===== src/rtl/bin2bcd_seq_pkg.sv =====
// Shared types and constants for the sequential binary-to-BCD converter.
package bin2bcd_seq_pkg;

    typedef enum logic [1:0] {
        IDLE  = 2'd0,
        SHIFT = 2'd1,
        LOAD  = 2'd2
    } state_e;

    localparam logic [3:0] BCD_ADJ_THRESH = 4'd5;
    localparam logic [3:0] BCD_ADJ_ADD    = 4'd3;

    // Bits needed to hold a down-counter starting at width.
    function automatic int unsigned cnt_width(input int unsigned width);
        return $clog2(width + 1);
    endfunction

endpackage


===== src/rtl/bin2bcd_seq_bcd_digit_adj.sv =====
// Double-dabble digit correction: add 3 to a BCD digit of 5 or more before the shift.
module bcd_digit_adj
    import bin2bcd_seq_pkg::*;
(
    input  logic [3:0] din,
    output logic [3:0] dout
);

    always_comb begin
        dout = din;
        if (din >= BCD_ADJ_THRESH) begin
            dout = din + BCD_ADJ_ADD;
        end
    end

endmodule


===== src/rtl/bin2bcd_seq.sv =====
// Sequential shift-and-add-3 binary-to-BCD converter, one bit per clock.
// Optional BIN2BCD_AUTO_EN: start a conversion automatically whenever bin changes.
module bin2bcd_seq
    import bin2bcd_seq_pkg::*;
#(
    parameter int unsigned WIDTH  = 9,
    parameter int unsigned DIGITS = 3
) (
    input  logic                  clk,
    input  logic                  rst,
    input  logic                  start,
    input  logic [WIDTH-1:0]      bin,
    output logic                  busy,
    output logic                  done,
    output logic [4*DIGITS-1:0]   bcd
);

    localparam int unsigned CW = cnt_width(WIDTH);
    localparam int unsigned SW = 4 * DIGITS + WIDTH;

    state_e          state, state_next;
    logic            accept;
    logic            auto_go;
    logic [CW-1:0]   cnt;
    logic [SW-1:0]   scratch;
    logic [SW-1:0]   scratch_adj;

    // Binary part passes through; each BCD field is corrected before shifting.
    assign scratch_adj[WIDTH-1:0] = scratch[WIDTH-1:0];

    for (genvar g = 0; g < DIGITS; g++) begin : g_adj
        bcd_digit_adj u_adj (
            .din  (scratch[WIDTH+4*g +: 4]),
            .dout (scratch_adj[WIDTH+4*g +: 4])
        );
    end

`ifdef BIN2BCD_AUTO_EN
    logic [WIDTH-1:0] last_bin;
    logic             last_valid;

    assign auto_go = !last_valid || (bin != last_bin);

    always_ff @(posedge clk or posedge rst) begin
        if (rst) begin
            last_bin   <= '0;
            last_valid <= 1'b0;
        end else if (accept) begin
            last_bin   <= bin;
            last_valid <= 1'b1;
        end
    end
`else
    assign auto_go = 1'b0;
`endif

    assign accept = (state == IDLE) && (start || auto_go);

    always_ff @(posedge clk or posedge rst) begin
        if (rst) begin
            state <= IDLE;
        end else begin
            state <= state_next;
        end
    end

    always_comb begin
        state_next = state;
        case (state)
            IDLE:    if (accept) state_next = SHIFT;
            SHIFT:   if (cnt == CW'(1)) state_next = LOAD;
            LOAD:    state_next = IDLE;
            default: state_next = IDLE;
        endcase
    end

    always_comb begin
        busy = (state != IDLE);
    end

    always_ff @(posedge clk or posedge rst) begin
        if (rst) begin
            cnt     <= '0;
            scratch <= '0;
            bcd     <= '0;
            done    <= 1'b0;
        end else begin
            done <= 1'b0;
            case (state)
                IDLE: begin
                    if (accept) begin
                        scratch <= {{(4 * DIGITS){1'b0}}, bin};
                        cnt     <= CW'(WIDTH);
                    end
                end
                SHIFT: begin
                    scratch <= {scratch_adj[SW-2:0], 1'b0};
                    cnt     <= cnt - 1'b1;
                end
                LOAD: begin
                    bcd  <= scratch[SW-1 -: 4 * DIGITS];
                    done <= 1'b1;
                end
                default: ;
            endcase
        end
    end

endmodule


===== config.mk =====
export PLATFORM = sky130hd
export DESIGN_NAME = bin2bcd_seq
export DESIGN_NICKNAME = d
export VERILOG_FILES = /design/src/rtl/bin2bcd_seq_pkg.sv /design/src/rtl/bin2bcd_seq_bcd_digit_adj.sv /design/src/rtl/bin2bcd_seq.sv
export SDC_FILE = /design/constraint.sdc
export NUM_CORES = 1
export LEC_CHECK = 0
export ABC_CLOCK_PERIOD_IN_PS = 1850
export CELL_PAD_IN_SITES_DETAIL_PLACEMENT = 0
export CELL_PAD_IN_SITES_GLOBAL_PLACEMENT = 2
export CORE_ASPECT_RATIO = 1.25
export CORE_MARGIN = 2
export CORE_UTILIZATION = 25
export CTS_CLUSTER_SIZE = 20
export DETAILED_ROUTE_END_ITERATION = 10
export GPL_TIMING_DRIVEN = 0
export PLACE_DENSITY = 0.7
export SETUP_SLACK_MARGIN = 0.02
export SLEW_MARGIN = 20
export SYNTH_ARGS = -nofsm -noshare
export SYNTH_HDL_FRONTEND = slang
export SYNTH_SLANG_ARGS = --single-unit

===== constraint.sdc =====
create_clock -name clk -period 1.85 [get_ports clk]
set_clock_uncertainty 0.05 [all_clocks]
set_input_delay 0.185 -clock clk [delete_from_list [all_inputs] [get_ports clk]]
set_output_delay 0.185 -clock clk [all_outputs]
set_load 0.01 [all_outputs]

==> results of run 1 <==
worst paths after layout:
kind	startpoint	endpoint	slack, ns	cells past startpoint
worst max register to register	scratch[13]$_DFFE_PP0P_	scratch[15]$_DFFE_PP0P_	0.18	6
worst min-delay path	rst	bcd[10]$_DFFE_PP0P_	0.11	2
max in group asynchronous	rst	state[0]$_DFFE_PP0P_	1.17	3
worst min register to register	bcd[9]$_DFFE_PP0P_	bcd[9]$_DFFE_PP0P_	0.43	2
min in group clk	bcd[9]$_DFFE_PP0P_	bcd[9]$_DFFE_PP0P_	0.43	2
worst max-delay path	scratch[13]$_DFFE_PP0P_	scratch[15]$_DFFE_PP0P_	0.18	6
power by group through the flow:
stage | Sequential [uW] | Clock (uW) | Combinational [uW]
6_report | 1450 | 587 | 1650
5_1_grt | 1510 | 651 | 1910
4_1_cts | 1460 | 615 | 1670
3_5_place_dp | 1480 | 0 | 1650
3_3_place_gp | 1470 | 0 | 1620
2_1_floorplan | 1450 | 0 | 1150
timing repair:
action,in CTS,in global routing
resized for setup,2,1
endpoints found under the setup margin,1,1
setup buffers,1,0
cell families after synthesis:
| logic type | share of synthesized area, % |
|---|---|
| compound gates | 14.46 |
| xor+xnor | 1.393 |
| fa+ha+maj | 5.305 |
| buf+inv | 5.372 |
| flops | 53.05 |
| mux | 5.901 |
| simple gates | 14.52 |
synth_stat cells, drive strengths merged:
cell type,instances,area share [%]
mux2,9,5.4
ha,8,5.3
o21ai,27,7.4
nand2,22,4.4
dfrtp,40,53
nand2b,6,2.0
or2,2,0.66
a22o,1,0.46
buf,8,2.6
nand3b,1,0.40
nor2,5,1.1
a21oi,15,4.0
and2,1,0.33
nand4bb,1,0.60
mux2i,1,0.53
clkbuf,2,0.40
inv,12,2.4
nor3,4,1.1
o22ai,8,2.7
xnor2,3,1.4
nor3b,10,4.0
per-layer routing:
metal	routed length, um	up-vias	track usage, %	part of all wire (%)
met5	0	-	0	0
met4	67	0	3.846	1.7
met3	130	6	2.674	3.3
met2	1937	25	18.10	49
met1	1804	673	14.21	46
li1	-	703	-	-
worst max-delay path, cell delays in order (launching register included):
cell and delay, ns:
dfrtp_1 0.40, inv_1 0.14, ha_1 0.22, nand2b_1 0.08
a21oi_1 0.24, mux2_2 0.37, o21ai_1 0.11
layout by cell type (no fill, tap or decap), drive strengths merged:
cell and count:
dfrtp 40, o21ai 27, clkdlybuf4s50 24, nand2 22, a21oi 15, inv 12, nor3b 10, buf 10
mux2 9, o22ai 8, ha 8, nand2b 6, clkbuf 6, nor2 5, nor3 4, xnor2 3
clkinv 3, or2 2, nand3b 1, nand4bb 1, and2 1, mux2i 1, a22o 1, dlygate4sd2 1
flip-flops by register name (all words and copies together), names as in the netlist:
register  cells
bcd          12
scratch      21
done          1
cnt           4
state         2
final cells by class:
type / instances / area (um^2) / share of cell area, %
Timing Repair Buffer: 27 / 276.5 / 11.68
Sequential cell: 40 / 1002 / 42.34
Clock inverter: 3 / 18.77 / 0.7928
Multi-Input combinational cell: 124 / 788.3 / 33.30
Buffer: 9 / 52.55 / 2.220
Tap cell: 92 / 115.1 / 4.863
Inverter: 12 / 45.04 / 1.903
Clock buffer: 5 / 68.82 / 2.907
metrics by stage:
step | instance area, um^2 | util, % | setup TNS, ns | setup slack [ns]
CTS | 2364 | 32.13 | 0 | 0.1434
floorplan | 1887 | - | 0 | 0.3343
global route | 2367 | 32.18 | 0 | 0.03257
finish | 2367 | 32.18 | 0 | 0.1811
global placement | 2252 | 30.61 | -10.53 | -0.2654
detailed placement | 2272 | 30.88 | 0 | 0.05156
==> qor.yml, run 1 <==
ios: 26
netlist_area_um2: 1887
initial_core_util_pct: 25.65
fill_cells: 798
grt_max_degree: 28
clk_pin_slew_ns: 0.09
hold_ws_ns: 0.1110
drc: 0
startpoint_type: "flop"
syn_inst: 186
synth.distinct_cells: 29
ys_ff_latch: 40
fin_crit_ns: 1.669
max-vdd-ir-drop_mv: 0.4044
core_area_um2: 7357
power_frac_comb_pct: 44.7
slew_violations: 0
total_power_uw: 3683
worst-setup-path-type: "flop to flop"
hp-class: "input pin to asynchronous set/reset pin"
rsz0062_at_grt: "no"
layout.cells.non_filler: 312
grt-ovfl-total: 0
pwr-share-seq_pct: 39.4
cp-end-kind: "flop"
maxCapViolCount: 0
diodes: 0
grt_pass1_vias: 1408
dieArea_um2: 8263
die_h_um: 101.1
switching_share_pct: 38.25
max_slew_margin_pct: 67.30
setup_viol: 0
drt_iter0_markers: 73
dp_cells: 304
cts_tree: "yes"
via_count: 1407
chipWidth_um: 81.71
avgSynthCellArea_um2: 10.14
drive_gt1_share_pct: 13.18
cts_buffer_depth: 2
gr-usage-all-layers_pct: 11.05
p_int_uw: 2274
worstMarginPinSlew_ns: 0.4900
drt-wirelength-per-cell_um: 12.63
portBuffers: 25
p_per_area_nw_per_um2: 1556
numCtsBuffers: 5
hold_buffers: 0
ys_seq_area_share_pct: 53.05
insertion_delay_ns: 0.30
worstPathMaxFanout: 4
power.leakage_uw: 0.001030
routed_via_density: 4.510
arrival_ns: 1.85
fp-row-count: 35
wirelength_um: 3939
h-tree-depth: 2
cts_root_buffer: "clkbuf_8"
fin_crit_sh_pct: 90.21
antenna_found_initial: 0
dp_hpwl_um: 2810
grt_pass1_wl_um: 6941
outcome: "complete, no violations"
firstDrtPassIters: 6
p_clk_share_pct: 15.9
synth_nets: 206
fmax_mhz: 599.2
p_sw_uw: 1409
gp_congestion: 0.6705
syn2layout_area_growth_pct: 25.46
nets: 239
antenna_left: 0
required_ns: 2.03
cts_sinks: 40
hold_viol_final: 0
yosysWarnings: 0
Note: power is estimated with default switching activity, not from simulation.
==> run 2: changes to the inputs <==
--- a/config.mk
+++ b/config.mk
@@ -15,6 +15,7 @@
 export DETAILED_ROUTE_END_ITERATION = 10
 export GPL_TIMING_DRIVEN = 0
 export PLACE_DENSITY = 0.7
+export RECOVER_POWER = 50
 export SETUP_SLACK_MARGIN = 0.02
 export SLEW_MARGIN = 20
 export SYNTH_ARGS = -nofsm -noshare
==> run 2 against run 1 <==
Hold slack improved by 0.20 ns. Register-to-register slack about the same. Clock-buffer cell count unchanged. Sequential cell count unchanged. Utilization decreased by 0.22 points. Largest cell class unchanged. Die area unchanged. Clock power about the same. First-iteration DRC count increased by 1.4%. Total power decreased by 0.35%.
==> qor.yml, run 2 (synthesis gave the netlist of run 1 again) <==
outcome: "complete, no violations"
largest_reg_flops: 21
fp-row-count: 35
core_area_um2: 7357
fin_crit_ns: 1.700
gr-usage-all-layers_pct: 11.05
initial_core_util_pct: 25.65
dieArea_um2: 8263
antenna_left: 0
top_register: "scratch"
dp_hpwl_um: 2810
postLayoutSetupSlackWorst_ns: 0.1504
drt_iter0_markers: 74
ios: 26
layout.cells.non_filler: 312
max_slew_margin_pct: 55.62
wirelength_um: 3946
worstPathMaxFanout: 9
fmax_mhz: 588.4
p_per_area_nw_per_um2: 1561
cts_tree: "yes"
cts_root_buffer: "clkbuf_8"
total_power_uw: 3670
gp_congestion: 0.6705
worstMarginPinSlew_ns: 0.6658
grt_pass1_vias: 1408
slew_violations: 0
startpoint_type: "flop"
final_common_cell: "dfrtp_1"
layout_common_cells: "dfrtp_1 (39), nand2_1 (22), o21ai_1 (22)"
die_h_um: 101.1
maxCapViolCount: 0
hold_viol_final: 0
max-vdd-ir-drop_mv: 0.4043
arrival_ns: 1.46
syn2layout_area_growth_pct: 24.60
r2r_slack_ns: 0.18
antenna_found_initial: 0
portBuffers: 25
setup_viol: 0
hold_ws_ns: 0.3134
h-tree-depth: 2
fill_cells: 801
diodes: 0
preCtsSetupSlack_ns: 0.05156
drc: 0
grt-ovfl-total: 0
drive_gt1_share_pct: 12.27
routed_via_density: 4.503
dp_cells: 304
drt-wirelength-per-cell_um: 12.65
grt_pass1_wl_um: 6941
power.leakage_uw: 0.001035
place_area_um2: 2272
rsz0062_at_grt: "no"
multi_input_area_um2: 788.3
cts_sinks: 40
worst-setup-path-type: "flop to output port"
via_count: 1405
required_ns: 1.62
largestRegisters: "scratch (21), bcd (12), cnt (4)"
fin_crit_sh_pct: 91.87
clk_pin_slew_ns: 0.08
cp-end-kind: "output port"
cts_buffer_depth: 2
firstDrtPassIters: 6
fin_area_um2: 2351
chipWidth_um: 81.71
seq_area_um2: 1002
hp-class: "input pin to asynchronous set/reset pin"
numCtsBuffers: 5
grt_max_degree: 28
insertion_delay_ns: 0.30
nets: 239
-- run 2: routing by layer --
layer	part of all wire [%]	vias to the layer above	routed length [um]	track usage [%]
met1	46	671	1803	14.21
met4	1.7	0	67	3.846
li1	-	703	-	-
met2	49	25	1944	18.10
met3	3.3	6	130	2.674
met5	0	-	0	0
-- run 2: critical path: stages, from the launching register on --
cell and delay (ns):
dfrtp_1 0.36, clkbuf_1 0.19, or2_2 0.34, dlygate4sd2_1 0.29
-- run 2: final cells by class --
type	count	share of cell area, %
Buffer	9	2.182
Clock buffer	5	2.927
Clock inverter	3	0.7983
Inverter	12	1.916
Multi-Input combinational cell	124	33.53
Sequential cell	40	42.63
Tap cell	92	4.896
Timing Repair Buffer	27	11.12
-- run 2: worst paths after layout --
path / endpoint / startpoint / depth (start not counted)
max: busy / state[1]$_DFFE_PP0P_ / 3
min: bcd[10]$_DFFE_PP0P_ / rst / 2
max reg2reg: scratch[15]$_DFFE_PP0P_ / scratch[13]$_DFFE_PP0P_ / 6
min reg2reg: bcd[9]$_DFFE_PP0P_ / bcd[9]$_DFFE_PP0P_ / 2
max in group asynchronous: state[0]$_DFFE_PP0P_ / rst / 3
min in group clk: bcd[9]$_DFFE_PP0P_ / bcd[9]$_DFFE_PP0P_ / 2
-- run 2: where the power goes --
group | total [uW] | switching (uW) | internal (uW)
sequential | 1450 | 231 | 1220
clock | 587 | 323 | 263
combinational | 1630 | 853 | 781
total | 3670 | 1410 | 2260
-- run 2: through the flow --
stage | utilization [%] | setup TNS (ns)
floorplan | - | 0
global placement | 30.61 | -10.53
detailed placement | 30.88 | 0
CTS | 32.13 | 0
global route | 31.96 | 0
finish | 31.96 | 0
-- run 2: timing repair --
action	in CTS	in global routing
setup buffers	1	0
setup endpoints to repair	1	1
hold buffers	0	0
resized for setup	2	1
hold endpoints to repair	0	0
